**src/rtl/im_fetch_reader.sv**
```systemverilog
// -----------------------------------------------------------------------------
// im_fetch_reader
//
// Reads a freshly loaded program back out of the instruction memory (IM) in
// ascending address order and hands each word to the decode/execute stage
// over a valid/ready handshake.
//
// On an accepted start the number of loaded instructions is latched. Reads
// are then issued to the synchronous IM read port (one-cycle read latency).
// Returned words, each tagged with its address, land in a 2-entry skid FIFO
// whose head drives the downstream interface. A read is issued only if there
// is a FIFO slot for its data, counting words still in flight.
//
// Ports
//   clk          clock, rising edge
//   rst          synchronous active-high reset; aborts any run in progress
//   start        one-cycle request to begin; honoured only when idle
//   load_count   number of valid instructions (addresses 0..load_count-1)
//   im_rd_en     IM read strobe
//   im_addr      IM read address (holds its last value between reads)
//   im_rdata     IM read data, valid the cycle after im_rd_en
//   instr_out    instruction at the FIFO head
//   instr_index  IM address of instr_out
//   instr_valid  FIFO non-empty
//   instr_ready  downstream accept; a word transfers when valid & ready
//   busy         high while reading or draining
//   done         one-cycle pulse after the last word has transferred
//
// All outputs are forced to zero while rst is high.
// -----------------------------------------------------------------------------
module im_fetch_reader #(
    parameter int DATA_W = 32,
    parameter int ADDR_W = 4
) (
    input  logic              clk,
    input  logic              rst,
    input  logic              start,
    input  logic [ADDR_W-1:0] load_count,
    output logic              im_rd_en,
    output logic [ADDR_W-1:0] im_addr,
    input  logic [DATA_W-1:0] im_rdata,
    output logic [DATA_W-1:0] instr_out,
    output logic [ADDR_W-1:0] instr_index,
    output logic              instr_valid,
    input  logic              instr_ready,
    output logic              busy,
    output logic              done
);

    typedef enum logic [1:0] {
        S_IDLE  = 2'd0,
        S_FETCH = 2'd1,
        S_DRAIN = 2'd2,
        S_DONE  = 2'd3
    } state_t;

    state_t            state_q, state_d;

    logic [ADDR_W-1:0] next_addr_q, next_addr_d;
    logic [ADDR_W-1:0] count_q, count_d;
    // Address of the most recent read. It doubles as the tag of the word in
    // flight (only one read can be outstanding) and as the held im_addr.
    logic [ADDR_W-1:0] rd_addr_q;
    logic              inflight_q;

    logic              wr_ptr_q;
    logic              rd_ptr_q;
    logic [1:0]        occ_q, occ_d;

    logic [DATA_W-1:0] ent_data [2];
    logic [ADDR_W-1:0] ent_idx  [2];

    logic              fifo_valid;
    logic              pop;
    logic              push;
    logic              start_acc;
    logic              issue;
    logic              last_issue;
    logic              drained;
    logic [2:0]        level;

    // -------------------------------------------------------------------------
    // Handshake and issue qualification
    // -------------------------------------------------------------------------
    assign fifo_valid = (occ_q != 2'd0);
    assign pop        = fifo_valid & instr_ready;
    assign push       = inflight_q;
    assign start_acc  = (state_q == S_IDLE) && start;

    // Words that will still need a FIFO slot after this cycle's pop. A pop
    // always implies occ_q >= 1, so this never underflows.
    assign level = {1'b0, occ_q} + {2'b00, inflight_q} - {2'b00, pop};

    assign issue = (state_q == S_FETCH)
                && (next_addr_q < count_q)
                && (level < 3'd2);

    assign last_issue = issue
                     && (({1'b0, next_addr_q} + (ADDR_W+1)'(1)) == {1'b0, count_q});

    // Nothing left after this edge: no read outstanding, and the FIFO is
    // either already empty or its only word leaves this cycle. Finishing on
    // the transfer cycle itself puts done in the very next cycle.
    assign drained = !inflight_q
                  && ((occ_q == 2'd0) || ((occ_q == 2'd1) && pop));

    // -------------------------------------------------------------------------
    // FSM: state register
    // -------------------------------------------------------------------------
    always_ff @(posedge clk) begin
        if (rst) begin
            state_q <= S_IDLE;
        end else begin
            state_q <= state_d;
        end
    end

    // -------------------------------------------------------------------------
    // FSM: next-state logic
    // -------------------------------------------------------------------------
    always_comb begin
        state_d = state_q;
        case (state_q)
            S_IDLE: begin
                if (start) begin
                    state_d = (load_count == '0) ? S_DONE : S_FETCH;
                end
            end
            S_FETCH: begin
                if (last_issue) begin
                    state_d = S_DRAIN;
                end
            end
            S_DRAIN: begin
                if (drained) begin
                    state_d = S_DONE;
                end
            end
            S_DONE: begin
                state_d = S_IDLE;
            end
            default: begin
                state_d = S_IDLE;
            end
        endcase
    end

    // -------------------------------------------------------------------------
    // FSM: outputs (all held at zero while in reset)
    // -------------------------------------------------------------------------
    always_comb begin
        im_rd_en    = 1'b0;
        im_addr     = '0;
        instr_valid = 1'b0;
        instr_out   = '0;
        instr_index = '0;
        busy        = 1'b0;
        done        = 1'b0;
        if (!rst) begin
            im_rd_en    = issue;
            im_addr     = issue ? next_addr_q : rd_addr_q;
            instr_valid = fifo_valid;
            if (fifo_valid) begin
                instr_out   = ent_data[rd_ptr_q];
                instr_index = ent_idx[rd_ptr_q];
            end
            busy = (state_q == S_FETCH) || (state_q == S_DRAIN);
            done = (state_q == S_DONE);
        end
    end

    // -------------------------------------------------------------------------
    // Read address generation
    // -------------------------------------------------------------------------
    always_comb begin
        next_addr_d = next_addr_q;
        count_d     = count_q;
        if (start_acc) begin
            count_d     = load_count;
            next_addr_d = '0;
        end else if (issue) begin
            next_addr_d = next_addr_q + 1'b1;
        end
    end

    always_ff @(posedge clk) begin
        if (rst) begin
            next_addr_q <= '0;
            count_q     <= '0;
            rd_addr_q   <= '0;
            inflight_q  <= 1'b0;
        end else begin
            next_addr_q <= next_addr_d;
            count_q     <= count_d;
            // Clearing this on reset is what discards a read that was in
            // flight when reset hit.
            inflight_q  <= issue;
            if (issue) begin
                rd_addr_q <= next_addr_q;
            end
        end
    end

    // -------------------------------------------------------------------------
    // 2-entry skid FIFO
    // -------------------------------------------------------------------------
    assign occ_d = occ_q + {1'b0, push} - {1'b0, pop};

    always_ff @(posedge clk) begin
        if (rst) begin
            wr_ptr_q <= 1'b0;
            rd_ptr_q <= 1'b0;
            occ_q    <= 2'd0;
        end else begin
            if (push) begin
                wr_ptr_q <= ~wr_ptr_q;
            end
            if (pop) begin
                rd_ptr_q <= ~rd_ptr_q;
            end
            occ_q <= occ_d;
        end
    end

    genvar gi;
    generate
        for (gi = 0; gi < 2; gi++) begin : g_entry
            localparam logic SLOT = 1'(gi);
            logic [DATA_W-1:0] data_q;
            logic [ADDR_W-1:0] idx_q;

            always_ff @(posedge clk) begin
                if (rst) begin
                    data_q <= '0;
                    idx_q  <= '0;
                end else if (push && (wr_ptr_q == SLOT)) begin
                    data_q <= im_rdata;
                    idx_q  <= rd_addr_q;
                end
            end

            assign ent_data[gi] = data_q;
            assign ent_idx[gi]  = idx_q;
        end
    endgenerate

endmodule
```
**config.mk**
```make
export PLATFORM = sky130hd
export DESIGN_NAME = im_fetch_reader
export DESIGN_NICKNAME = d
export VERILOG_FILES = /design/src/rtl/im_fetch_reader.sv
export SDC_FILE = /design/constraint.sdc
export NUM_CORES = 1
export LEC_CHECK = 0
export CORE_ASPECT_RATIO = 1.75
export CORE_MARGIN = 2
export CORE_UTILIZATION = 30
export CTS_BUF_LIST = sky130_fd_sc_hd__clkbuf_8
export CTS_CLUSTER_DIAMETER = 80
export DETAILED_ROUTE_END_ITERATION = 10
export MAX_ROUTING_LAYER = met4
export SLEW_MARGIN = 0
export SYNTH_ARGS = -nofsm -noshare
export SYNTH_HDL_FRONTEND = slang
export SYNTH_SLANG_ARGS = --single-unit
export TNS_END_PERCENT = 1
```
**constraint.sdc**
```tcl
create_clock -name clk -period 11.8 [get_ports clk]
set_input_delay 3.54 -clock clk [delete_from_list [all_inputs] [get_ports clk]]
set_output_delay 3.54 -clock clk [all_outputs]
set_load 0.05 [all_outputs]
```
---- Yosys cells after proc, flatten, opt, wreduce, memory -nomap -nowiden ----
Cells that the tools add are included.
storage, ports and cells
  register bits after elaboration ......... 91
  input port bits ......................... 40
  output and inout port bits .............. 44
  word-level logic and storage cells ...... 71
operators by class
  $add $sub $neg .......................... 6
  magnitude comparators ................... 3
  eq/ne operators ......................... 8
  multiplexer cells ....................... 21
  bitwise operators ....................... 4
  reductions and logical operators ........ 17
operator list
  cell                 number
  $mux 32              5
  $mux 4               7
  $logic_and 1x1->1    8
  $mux 2               4
  $pmux 2 s4           1
  $ne 2x2->1 const B   3
  $add 4x1->5 const B  1
  $eq 5x4->1           1
  $add 4x1->4 const B  1
  $eq 2x1->1 const B   2
  $eq 2x2->1 const B   2
  $logic_not 2->1      2
  $logic_not 4->1      1
  $lt 4x4->1           1
  $mux 1               4
  $add 2x1->3          1
  $lt 3x2->1 const B   1
  $reduce_and 3->1     1
  $sub 3x1->3          1
  $add 2x1->2          1
  $ge 2x2->1 const B   1
  $logic_or 1x1->1     2
  $not 1->1            2
  $not 1->2            1
  other kinds (5)      5

---- Depth between registers and ports, before layout ----
Gate-level depths: netlist of run 1.
  depth in word-level cells ............... 8
  mapped depth ............................ 11
  depth with buffers taken out ............ 11

---- Worst setup path before layout of run 1 ----
Ideal clock, no wire load.
  kind .................................... input to output
  from .................................... in instr_ready
  to ...................................... out im_rd_en
  arrival ................................. 5.996 ns
  data required time ...................... 8.260 ns
  path slack .............................. 2.264 ns
  stages on the path ...................... 9
  path buffers ............................ 0
  cells stage by stage .................... o21a_1 ha_1 inv_1 ha_1 inv_1 fa_1 xnor2_1 nand4b_1 nor3_1
between the ends
  longest elaborated chain between the ends .. 5
RTL lines
  element             RTL line  text
  start: declaration  45        input logic instr_ready,
  $and 1x1->1         86        assign pop = fifo_valid & instr_ready;
  $sub 3x1->3         92        assign level = {1'b0, occ_q} + {2'b00, inflight_q} - {2'b00, pop};
  $lt 3x2->1          96        && (level < 3'd2);
  $logic_and 1x1->1   96
  $mux 1              159       if (!rst) begin
  end: declaration    39        output logic im_rd_en,
Every way passes these cells.

---- Worst setup path after layout of run 1 ----
  from .................................... in instr_ready
  to ...................................... out im_addr[3]
between the ends
  longest elaborated chain between the ends .. 6
RTL lines
  element               RTL line  text
  $and 1x1->1           86
  via pop               74        logic pop;
  $sub 3x1->3           92
  $lt 3x2->1            96
  $logic_and 1x1->1     96
  $mux 4 (2 in series)  --
  end: declaration      40        output logic [ADDR_W-1:0] im_addr,
The timed path passes the listed nets, and every way through them passes these cells.

==> run summary, run 1 <==
After detailed placement, the design holds a cell count of 738. The die covers 0.0144 mm². Averaged over all synthesized cells, the footprint is 7.94 µm². The count of state elements after synthesis is a little over 90. Counting every instance in the synthesized netlist gives between 500 and 600. Before CTS, the worst setup slack after placement is roughly 1.4 ns.

The top cell type's share of synthesized area is 0.451. Of the total power, the share spent switching nets is 0.347. The H-tree was split into 3 levels.

After the first detailed-routing iteration, the DRC count stood at 131. Measured against its own limit, the worst slew margin works out to 0.361. The hold-critical path endpoint is g_entry[1].data_q[13]. The buffer levels on the longest clock path came out at 2. The simple logic cell fraction of the synthesized area came out at 0.225. The synthesized netlist net count came out at 562. The actual slew at the worst max-slew pin came out at between 0.9 and 1 ns. The yosys synthesis warning count came out at 0.

The count of filler cells inserted in the layout came out at 1405. The average routed wire per standard cell came out at 13.6 µm. The all-layer global routing usage came out at 0.151.

Of the available clock period, the critical path in the final layout requires 0.880. TritonCTS built the clock tree. The setup violation total in the final timing report came out at 0. The number of global-route vias before repair was about 3500. The number of antenna violations at the first check in global routing is 0. After clock tree synthesis, the clock-pin slew on the worst setup and hold paths is 0.09 ns.

The final-layout setup total negative slack came out at 0 ns. The number of buffers inserted during clock tree synthesis is 9. The buffer count from post-CTS setup fixing came out at 0. The shortest period the worst path allows is 10.38 ns. In this run the static leakage power is 1.65 nW.

The clock latency reported for the late side of the worst-skew pair is 0.36 ns. The synthesized-area fraction occupied by ao, oa, aoi and oai cells is 0.119. The final worst clock skew came out at 0.00869 ns. The origin of the worst min-delay path is g_entry[1].data_q[13].

The number of clock sinks seen by CTS is between 90 and 100. The worst setup path is of the in2out kind. The number of hold buffers added after cts is 0. The portion of total power attributed to sequential cells came out at 0.439. The class of the tightest hold or removal check is reg2reg.

The number of cells on the worst reg-to-reg path is 11. The final hold violation count came out at 0. The worst hold path depth is 2.

The final net count is between 600 and 700. The HPWL after detailed placement is 6890 µm. The xor/xnor cell area share of the yosys netlist is 0.0217. By area, the combinational part of the netlist is dominated by simple AND/OR/NAND/NOR gates. The initialized floorplan defines 56 standard-cell rows.

The starting utilization of the core area is 0.303. Summed over all nets, the switching power comes to 0.287 mW. The combinational group share of total power came out at 0.294. The overall die width came out at 91.7 µm. The height of the die came out at 158 µm. Of all cell types, the one taking the most synthesized area is dfxtp_1. Along the worst path, the maximum fanout reaches 9.

The placer congestion estimate came out at 0.791. The number of max-cap violations is 0. The synthesis-to-finish area growth is 29.3%. The highest clock frequency the design can meet is 96.3 MHz.

The synthesized cell area came out at 0.00404 mm². The required time of the critical path came out at a little over 8 ns. Setup repair after global routing left no endpoint under its margin. The post-cts gate resize count came out at 0. CTS placed an instance of clkbuf_8 at the clock tree root. The setup slack on the worst flop-to-flop path came out at roughly 9 ns. The number of pins with negative max-slew slack in the final report came out at 0. The maximum number of pins on one net before global-route repair is 63. The sequential area share after synthesis came out at 0.451. The data arrival time of the critical path is 6.84 ns.

The antenna diode count came out at 0. The share of final-layout standard cells stronger than drive strength 1 came out at 0.0500. STA classifies the critical path startpoint as an input pin. The highest ir drop seen on vdd came out at 0.0707 mV. The post-route antenna net violation count is 0.

The worst path setup slack after routing is about 1.4 ns. The total internal power came out at 0.540 mW. Input and output buffers added on the ports amount to between 80 and 90.

The number of non-filler instances in the completed layout came out at approximately 750. The post-detailed-routing wire length is 10300 µm. In this run the standard cell core region covers 0.0133 mm². The portion of netlist area occupied by mux cells came out at 0.102. The count of distinct cell types in the synthesized netlist is 30. The first detailed-routing pass took 4 iterations. The fraction of the mapped netlist area in adder cells came out at 0.0421.

Of the total power, the clock network draws 0.267. For this run the aggregate overflow at the end of global routing stands at 0. The detail-routed via count per cell came out at 4.75. The endpoint kind of the worst setup timing path is an output port. The wire length of the first global-routing pass came out at 16900 µm.

The flow ran to the end, and the final reports show no timing, DRC or antenna violations. The post-detailed-route DRC marker count came out at 0. The worst reg2reg path startpoint is occ_q[1]. The power per unit of standard cell area came out at approximately 160 mW/mm². The worst register-to-register path ends at state_q[1]. Sorting the synthesized cells by area gives the leading types as dfxtp_1 (45%), nand2_1 (14%), mux2i_1 (10%), a21oi_1 (9.8%), nor2_1 (4.4%). The total via count after detailed routing is 3584. The number of primary I/O pins came out at 84.
[worst max path at each step]
stage                     slack (ns)   startpoint  cells past startpoint    endpoint
final                           1.42  instr_ready                     13  im_addr[3]
after global routing            1.22  instr_ready                     13  im_addr[1]
after CTS                       1.41  instr_ready                     13  im_addr[3]
after detailed placement        1.42  instr_ready                     13  im_addr[3]
after global placement          1.48  instr_ready                     13  im_addr[1]
after floorplan                 2.26  instr_ready                      9    im_rd_en
[final cells by class]
class / instances / area (µm²) / share of cell area
clock buffers: 11 / 151 / 0.0290
clock inverters: 5 / 61.3 / 0.0117
inverters: 10 / 37.5 / 0.00719
multi-input cells: 376 / 2080 / 0.398
flip-flops and latches: 91 / 1820 / 0.349
well taps: 174 / 218 / 0.0417
repair buffers: 87 / 856 / 0.164
[power groups by stage]
stage / logic (mW) / registers [mW] / clock network [mW]
after floorplan: 0.191 / 0.350 / 0
after global placement: 0.241 / 0.369 / 0
after detailed placement: 0.247 / 0.371 / 0
after CTS: 0.247 / 0.363 / 0.227
after global routing: 0.267 / 0.367 / 0.240
final: 0.243 / 0.363 / 0.221
[registers in the layout, summed over array words and instances, names as in the netlist]
name            count
occ_q               2
state_q             2
wr_ptr_q            1
rd_ptr_q            1
rd_addr_q           4
g_entry.idx_q       8
count_q             4
g_entry.data_q     64
next_addr_q         4
inflight_q          1
[metrics by stage]
stage	hold slack (ns)	power [mW]	utilization	instance area (µm²)
finish	0.458	0.827	0.392	5220
global route	0.480	0.874	0.392	5220
CTS	0.460	0.838	0.392	5220
detailed placement	0.447	0.617	0.376	5010
global placement	0.441	0.610	0.376	5010
floorplan	0.436	0.541	-	4040
[cells in the mapped netlist (all sizes together)]
cell type and n:
a211oi 2, a21oi 79, a311oi 3, a31o 1, and2 1, buf 7, clkbuf 25, dfxtp 91
fa 1, ha 12, inv 10, mux2i 41, nand2 151, nand2b 4, nand3 5, nand4b 1
nor2 48, nor2b 6, nor3 3, nor3b 1, nor4 2, o21a 1, o21ai 2, o21bai 1
o31a 1, xnor2 7, xor2 3
[cell families (layout without fill, tap and decap cells)]
logic type	after synthesis	count (layout)
compound gates	90	90
xor+xnor	10	10
fa+ha+maj	13	13
buf+inv	42	113
flops	91	91
mux	41	41
simple gates	222	222
[cells in the final DEF, fill, tap and decap left out, types with 3 or more instances in the layout]
| cell type | Yosys | layout |
|---|---|---|
| a21oi_1 | 79 | 79 |
| a311oi_1 | 3 | 3 |
| buf_4 | 0 | 4 |
| clkbuf_8 | 0 | 11 |
| clkdlybuf4s50_1 | 0 | 82 |
| clkinv_4 | 0 | 3 |
| dfxtp_1 | 91 | 90 |
| ha_1 | 12 | 12 |
| inv_1 | 10 | 10 |
| mux2i_1 | 41 | 41 |
| nand2_1 | 151 | 151 |
| nand2b_1 | 4 | 3 |
| nand3_1 | 5 | 5 |
| nor2_1 | 47 | 47 |
| nor2b_1 | 6 | 5 |
| nor3_1 | 3 | 3 |
| xnor2_1 | 7 | 7 |
| xor2_1 | 3 | 3 |
[per-layer routing]
metal	routed length (µm)	vias up	track usage
met2	5510	77	0.274
met4	187	0	0.0590
li1	-	1795	-
met3	327	14	0.0215
met5	0	-	-
met1	4240	1698	0.166
[critical path, cell delays in order]
cell and delay, ns:
clkdlybuf4s50_1 0.48, o21a_1 0.16, ha_1 0.23, inv_1 0.06
ha_1 0.13, inv_1 0.05, fa_1 0.37, xnor2_1 0.15
nand4b_1 0.27, nor2_4 0.33, mux2i_1 0.12, nor2_1 0.14
clkdlybuf4s50_1 0.82
(Power assumes the default switching activity.)
==> inputs of run 2 (changes only) <==
--- a/config.mk
+++ b/config.mk
@@ -7,3 +7,2 @@
 export LEC_CHECK = 0
-export CORE_ASPECT_RATIO = 1.75
 export CORE_MARGIN = 2
==> constraint.sdc (replaced) <==
create_clock -name clk -period 11.8 [get_ports clk]
set_input_delay 2.36 -clock clk [delete_from_list [all_inputs] [get_ports clk]]
set_output_delay 2.36 -clock clk [all_outputs]
set_load 0.05 [all_outputs]
==> run summary, run 2 (synthesized netlist as in run 1, its figures left out) <==
The flow ran to the end, and the final reports show no timing, DRC or antenna violations. The number of pins with negative max-slew slack in the final report came out at 0. The number of global-route vias before repair is 3580. The setup violation total in the final timing report came out at 0. The worst setup path endpoint is im_addr[3]. After clock tree synthesis, the clock-pin slew on the worst setup and hold paths is ~0.080 ns. Power comes to 0.874 mW.

The clock latency reported for the late side of the worst-skew pair came out at around 0.35 ns. The library cells used most frequently in the layout, excluding fill and tap cells, are nand2_1 (151), dfxtp_1 (90), clkdlybuf4s50_1 (82), a21oi_1 (79), nor2_1 (47). In this run the critical register-to-register path is launched from occ_q[1]. The number of hold buffers added after cts is 0. The buffer levels on the longest clock path came out at 2. The post-detailed-route DRC marker count is 0. Max-cap violations in this run came to 0.

STA classifies the critical path endpoint as an output port. For flop-to-flop paths, the worst setup slack is 9.06 ns. For this design the ratio of total power to cell area is 166 mW/mm².

The post-cts gate resize count is 0. The required time of the critical path came out at between 9 and 10 ns. Once detail routing completed, the nets flagged for antenna violations numbered 0. The number of primary I/O pins came out at 84. The library cell used most frequently in the layout, excluding fill and tap cells, is nand2_1. The post-detailed-routing wire length is 10100 µm. The final-layout setup total negative slack came out at 0 ns. Once routing completed, OpenROAD measured the worst setup slack at 3.74 ns. The critical path launch point type is an input pin. The relative slew slack is 0.338.

The post-place setup slack came out at 3.74 ns. The number of clock sinks seen by CTS is 91. The buffer count from post-CTS setup fixing came out at 0. Setup repair after global routing left no endpoint under its margin. The maximum number of pins on one net before global-route repair is 92. Clock skew on the completed layout was measured at 0.00698 ns. The core region area is 0.0132 mm².

The cell sitting at the root of the clock tree is a clkbuf_8. At the end of routability-driven placement, the weighted congestion stood at 0.761. The final period utilization came out at 0.683. In the final layout, the registers with the most flip-flops are g_entry.data_q: 64 flops, g_entry.idx_q: 8 flops.

The number of cells after detailed placement is between 700 and 800. The all-layer global routing usage came out at 0.151. met2 is the most crowded layer.

Once detailed placement completed, the half-perimeter wirelength came to 6510 µm. Of all nets on the critical path, the largest fanout is 9. The highest ir drop seen on vdd came out at between 0.07 and 0.08 mV. The overall die width came out at 120 µm. The total global routing overflow came out at 0. The count of H-tree levels built during CTS is 3. In this run the worst hold path is classified as reg2reg.

After the flow finishes, the layout carries non-filler instances totaling roughly 760. The critical path starts at instr_ready. In this run the vertical extent of the chip is 120 µm. For met2 alone, demand over resource in global routing was 0.256. The detail-routed via count per cell is approximately 4.7. The worst setup path is of the in2out kind. The number of antenna violations at the first check in global routing is 0.

The routing usage on met3 is 0.0347. In this run the tool buffered the top-level ports with 83 buffer cells. The leakage power came out at 1.67 nW. Subtracting the final worst setup slack from the clock period gives 8.06 ns. The area enclosed by the die boundary came out at 0.0144 mm². The data arrival time of the critical path is 5.70 ns. TritonCTS built the clock tree. The first global-routing pass estimated between 15000 and 20000 µm of wire. The number of cells on the worst reg-to-reg path is 11. The starting utilization of the core area came out at 0.306. The flip-flop count of the largest register, all copies and words added came out at 64. The average routed wire per standard cell came out at 13.4 µm.

The endpoint identified for the worst register-to-register timing path is rd_addr_q[3]. The share of final-layout standard cells stronger than drive strength 1 came out at 0.0484. In the global route stage, met1 resource usage came out at 0.182.

The register with the highest flop count is g_entry.data_q. The number of detailed-routing iterations run before antenna repair is 4. The total number of placement rows is 42. The highest clock frequency the design can meet is ~120 MHz. The actual slew at the worst max-slew pin came out at 0.990 ns.

The final hold violation count came out at 0. The iteration-0 DRC count of the detailed router is 255. The antenna diode count is 0. The number of buffers inserted during clock tree synthesis is 9.

Compared with the post-synthesis result, the final layout area differs by 30.6%. The total via count after detailed routing came out at 3562. The final net count came out at 628.
-- run 2: cell types whose count changed in the layout (fill, tap and decap cells not counted), sizes merged --
cell | previous run | this run
clkbuf | 11 | 10
clkinv | 4 | 1
bufinv | 1 | 4
-- run 2: cell type report --
cell class | instances | area, µm²
Clock buffer | 10 | 138
Fill cell | 1341 | 7910
Timing Repair Buffer | 87 | 856
Multi-Input combinational cell | 376 | 2080
Tap cell | 176 | 220
Sequential cell | 91 | 1820
Clock inverter | 5 | 125
Inverter | 10 | 37.5
-- run 2: layer usage --
layer	share of wire	routed length, µm
met4	0.012	120
met1	0.46	4700
met2	0.49	4940
met5	0	0
met3	0.036	369
-- run 2: power breakdown --
group	total (mW)	leakage, nW	switching, mW	internal, mW
combinational	0.253	0.801	0.153	0.100
clock	0.270	0.132	0.104	0.166
sequential	0.350	0.735	0.0203	0.330
total	0.874	1.67	0.277	0.596
-- run 2: metrics by stage --
stage                     hold slack (ns)  area [µm²]   util
after floorplan                     0.436        4040      -
after global placement              0.440        5010  0.380
after detailed placement            0.446        5010  0.380
after CTS                           0.458        5280  0.400
after global routing                0.480        5280  0.400
final                               0.455        5280  0.400
-- run 2: worst min path at each step --
stage,endpoint,cells after the start,from
final,g_entry[0].data_q[27],2,g_entry[0].data_q[27]
after global routing,g_entry[0].data_q[22],2,g_entry[0].data_q[22]
after CTS,g_entry[0].data_q[26],2,g_entry[0].data_q[26]
after detailed placement,g_entry[1].data_q[10],2,g_entry[1].data_q[10]
after global placement,g_entry[0].data_q[5],2,g_entry[0].data_q[5]
after floorplan,g_entry[0].data_q[0],2,g_entry[0].data_q[0]
-- run 2: critical path, stage by stage --
cell,delay (ns)
clkdlybuf4s50_1,0.48
o21a_1,0.16
ha_1,0.23
inv_1,0.06
ha_1,0.13
inv_1,0.05
fa_1,0.37
xnor2_1,0.15
nand4b_1,0.26
nor2_4,0.32
mux2i_1,0.12
nor2_1,0.16
clkdlybuf4s50_1,0.84
==> inputs of run 3 (changes only) <==
Clock period 11.8 ns to 7.2 ns, I/O delays scaled along.
==> run summary, run 3 (synthesized netlist as in run 1, its figures left out) <==
The later pin in the worst-skew pair is clocked with a latency of around 0.37 ns. The worst hold slack came out at 0.456 ns. The switching share of power is 0.342. The clock network fraction of total power came out at 0.255. Setup repair after global routing left no endpoint under its margin. The endpoint identified for the worst register-to-register timing path is state_q[1].

The final worst clock skew came out at 0.00730 ns. The number of pins with negative max-slew slack in the final report came to 0. The largest registers in the layout are g_entry.data_q: 64 flops, g_entry.idx_q: 8 flops.

Leaving out fill and tap cells, the most frequent cells in the layout are nand2_1 (151), dfxtp_1 (90), clkdlybuf4s50_1 (82), a21oi_1 (79), nor2_1 (47). On the critical path, the stage with the largest delay is an instance of clkdlybuf4s50_1. TritonCTS built the clock tree. Adding up every negative setup slack in the final design gives 0 ns. The startpoint identified for the worst register-to-register timing path is occ_q[1].

0 antenna diodes ended up in the layout. The share of total power dissipated in sequential elements is 0.432. The number of hold buffers added after cts came out at 0. The library cell used most frequently in the layout, excluding fill and tap cells, is nand2_1. The total number of placement rows is 42. Derived from the worst setup path, the maximum achievable clock frequency is roughly 160 MHz. The actual slew at the worst max-slew pin is 0.990 ns.

The number of buffers inserted during clock tree synthesis is 9. The wire length of the first global-routing pass came out at 17200 µm. The area enclosed by the die boundary is 0.0144 mm². The core region area came out at 0.0132 mm². The placer congestion estimate came out at 0.783. The required time of the critical path is 5.76 ns. The share of final-layout standard cells stronger than drive strength 1 came out at 0.0484. The cell at the root of the clock tree is clkbuf_8. The count of filler cells inserted in the layout is 1309. The register area is 0.00182 mm².

The detail-routed via count per cell came out at 4.75. In the final routed layout, each cell accounts on average for between 10 and 15 µm. After global routing the overflow that remains totals 0. The critical path startpoint is instr_ready.

The path class of the tightest hold or removal check is reg2reg. Dividing total power by cell area gives a power density of around 260 mW/mm². Broken down by cell family, the worst path's largest delay share belongs to buffers and inverters.

The final layout contains 628 nets. The endpoint kind of the worst setup timing path is an output port. The number of cells on the worst reg-to-reg path came out at 11. At the end of the flow the core is filled with cells to 0.395. The signal on the critical path passes through clkdlybuf4s50_1 -> o21a_1 -> ha_1 -> inv_1 -> ha_1 -> inv_1 -> fa_1 -> xnor2_1 -> nand4b_1 -> nor2_4 -> mux2i_1 -> nor2_1 -> clkdlybuf4s50_1. The setup slack on the worst flop-to-flop path is 4.43 ns. Once the clock tree was built, the setup fixing pass inserted 0 buffers. The starting utilization of the core area came out at 0.306. The maximum fanout along the worst path is 9. The smallest clock period supported by the final layout is computed as roughly 6.2 ns.

The register with the most flip-flops in the final layout is g_entry.data_q. The final layout contains routed wiring with a total length of roughly 10000 µm. The synthesis-to-finish area growth came out at 29.0%.

The number of gates resized after CTS was 0. The number of buffers and inverters on the critical path is 4. The number of cells on the critical path is 13. The count of buffers from port buffering is 83. The height of the die came out at approximately 120 µm. After detailed placement, the total cell area comes to 0.00501 mm².

The worst setup path is of the in2out kind. The post-place setup slack is 0.940 ns. The final period utilization came out at 0.867. The net switching power of the design came out at around 0.45 mW. The number of global-route vias before repair came out at 3637. The number of max-cap violations came out at 0. The total via count after detailed routing came out at around 3600. VDD sags by at most 0.118 mV. The largest single stage delay on the critical path is a little over 0.8 ns.

The leakage power came out at 1.64 nW. The worst setup path endpoint is im_addr[1]. The final hold violation count came out at 0. The data arrival time of the critical path came out at 4.80 ns. The post-detailed-route DRC marker count is 0. The HPWL after detailed placement is 6560 µm. The number of clock sinks seen by CTS is ~90. The maximum number of pins on one net before global-route repair came out at 66. The area of all placed cells without fillers is 0.00521 mm².

The number of primary I/O pins came out at 84. The combinational group share of total power is 0.313. After clock tree synthesis, the clock-pin slew on the worst setup and hold paths is ~0.08 ns. The internal power of the cells totals 0.875 mW. The flip-flop count of the largest register, all copies and words added came out at 64. The buffer levels on the longest clock path came out at 2.

The flow ran to the end, and the final reports show no timing, DRC or antenna violations. The all-layer global routing usage came out at 0.155. The critical path launch point type is an input pin. The H-tree generated during clock tree synthesis spans 3 levels.

The relative slew slack came out at 0.338. The worst path setup slack after routing came out at 0.959 ns. The setup violation total in the final timing report is 0. The post-route antenna net violation count came out at 0. The area taken by multi-input logic gates is ~0.0021 mm². The overall die width is 120 µm. The number of detailed-routing iterations run before antenna repair came out at 4. The iteration-0 DRC count of the detailed router came out at roughly 180. The number of antenna violations at the first check in global routing is 0.
[run 3: through the flow]
| stage | std cells | total power [mW] |
|---|---|---|
| 2_1_floorplan | 509 | 0.886 |
| 3_3_place_gp | 740 | 1.00 |
| 3_5_place_dp | 740 | 1.01 |
| 4_1_cts | 755 | 1.35 |
| 5_1_grt | 755 | 1.41 |
| 6_report | 755 | 1.33 |
[run 3: layout make-up]
class / count / area share
inverter: 10 / 0.00720
timing repair buffer: 87 / 0.164
clock buffer: 14 / 0.0370
multi-input combinational: 376 / 0.399
clock inverter: 1 / 0.000960
sequential: 91 / 0.350
tap: 176 / 0.0423
[run 3: how the worst min path moves through the flow]
stage	start	cells after the start	to	slack, ns
floorplan	g_entry[0].data_q[0]	2	g_entry[0].data_q[0]	0.44
global placement	g_entry[0].data_q[6]	2	g_entry[0].data_q[6]	0.44
detailed placement	g_entry[1].data_q[21]	2	g_entry[1].data_q[21]	0.45
CTS	g_entry[0].data_q[18]	2	g_entry[0].data_q[18]	0.46
global route	g_entry[1].data_q[27]	2	g_entry[1].data_q[27]	0.47
finish	g_entry[0].data_q[12]	2	g_entry[0].data_q[12]	0.46
[run 3: power by group through the flow]
stage / logic, mW / clock network, mW / registers [mW]
2_1_floorplan: 0.312 / 0 / 0.574
3_3_place_gp: 0.417 / 0 / 0.584
3_5_place_dp: 0.425 / 0 / 0.586
4_1_cts: 0.426 / 0.353 / 0.574
5_1_grt: 0.461 / 0.370 / 0.581
6_report: 0.416 / 0.339 / 0.574
[run 3: worst reg2reg max path, cell delays in order (launching register included)]
cell	delay, ns
dfxtp_1	0.50
o21a_1	0.19
ha_1	0.23
inv_1	0.06
ha_1	0.13
inv_1	0.05
fa_1	0.38
xnor2_1	0.16
nand4b_1	0.27
nor2_4	0.34
a311oi_1	0.15
a211oi_1	0.23
[run 3: per-layer routing]
layer | GRT usage | wire length [µm] | vias to the layer above
met5 | - | 0 | -
met1 | 0.189 | 4680 | 1693
met4 | 0.0463 | 81 | 0
met2 | 0.252 | 4860 | 87
li1 | - | - | 1797
met3 | 0.0409 | 511 | 8
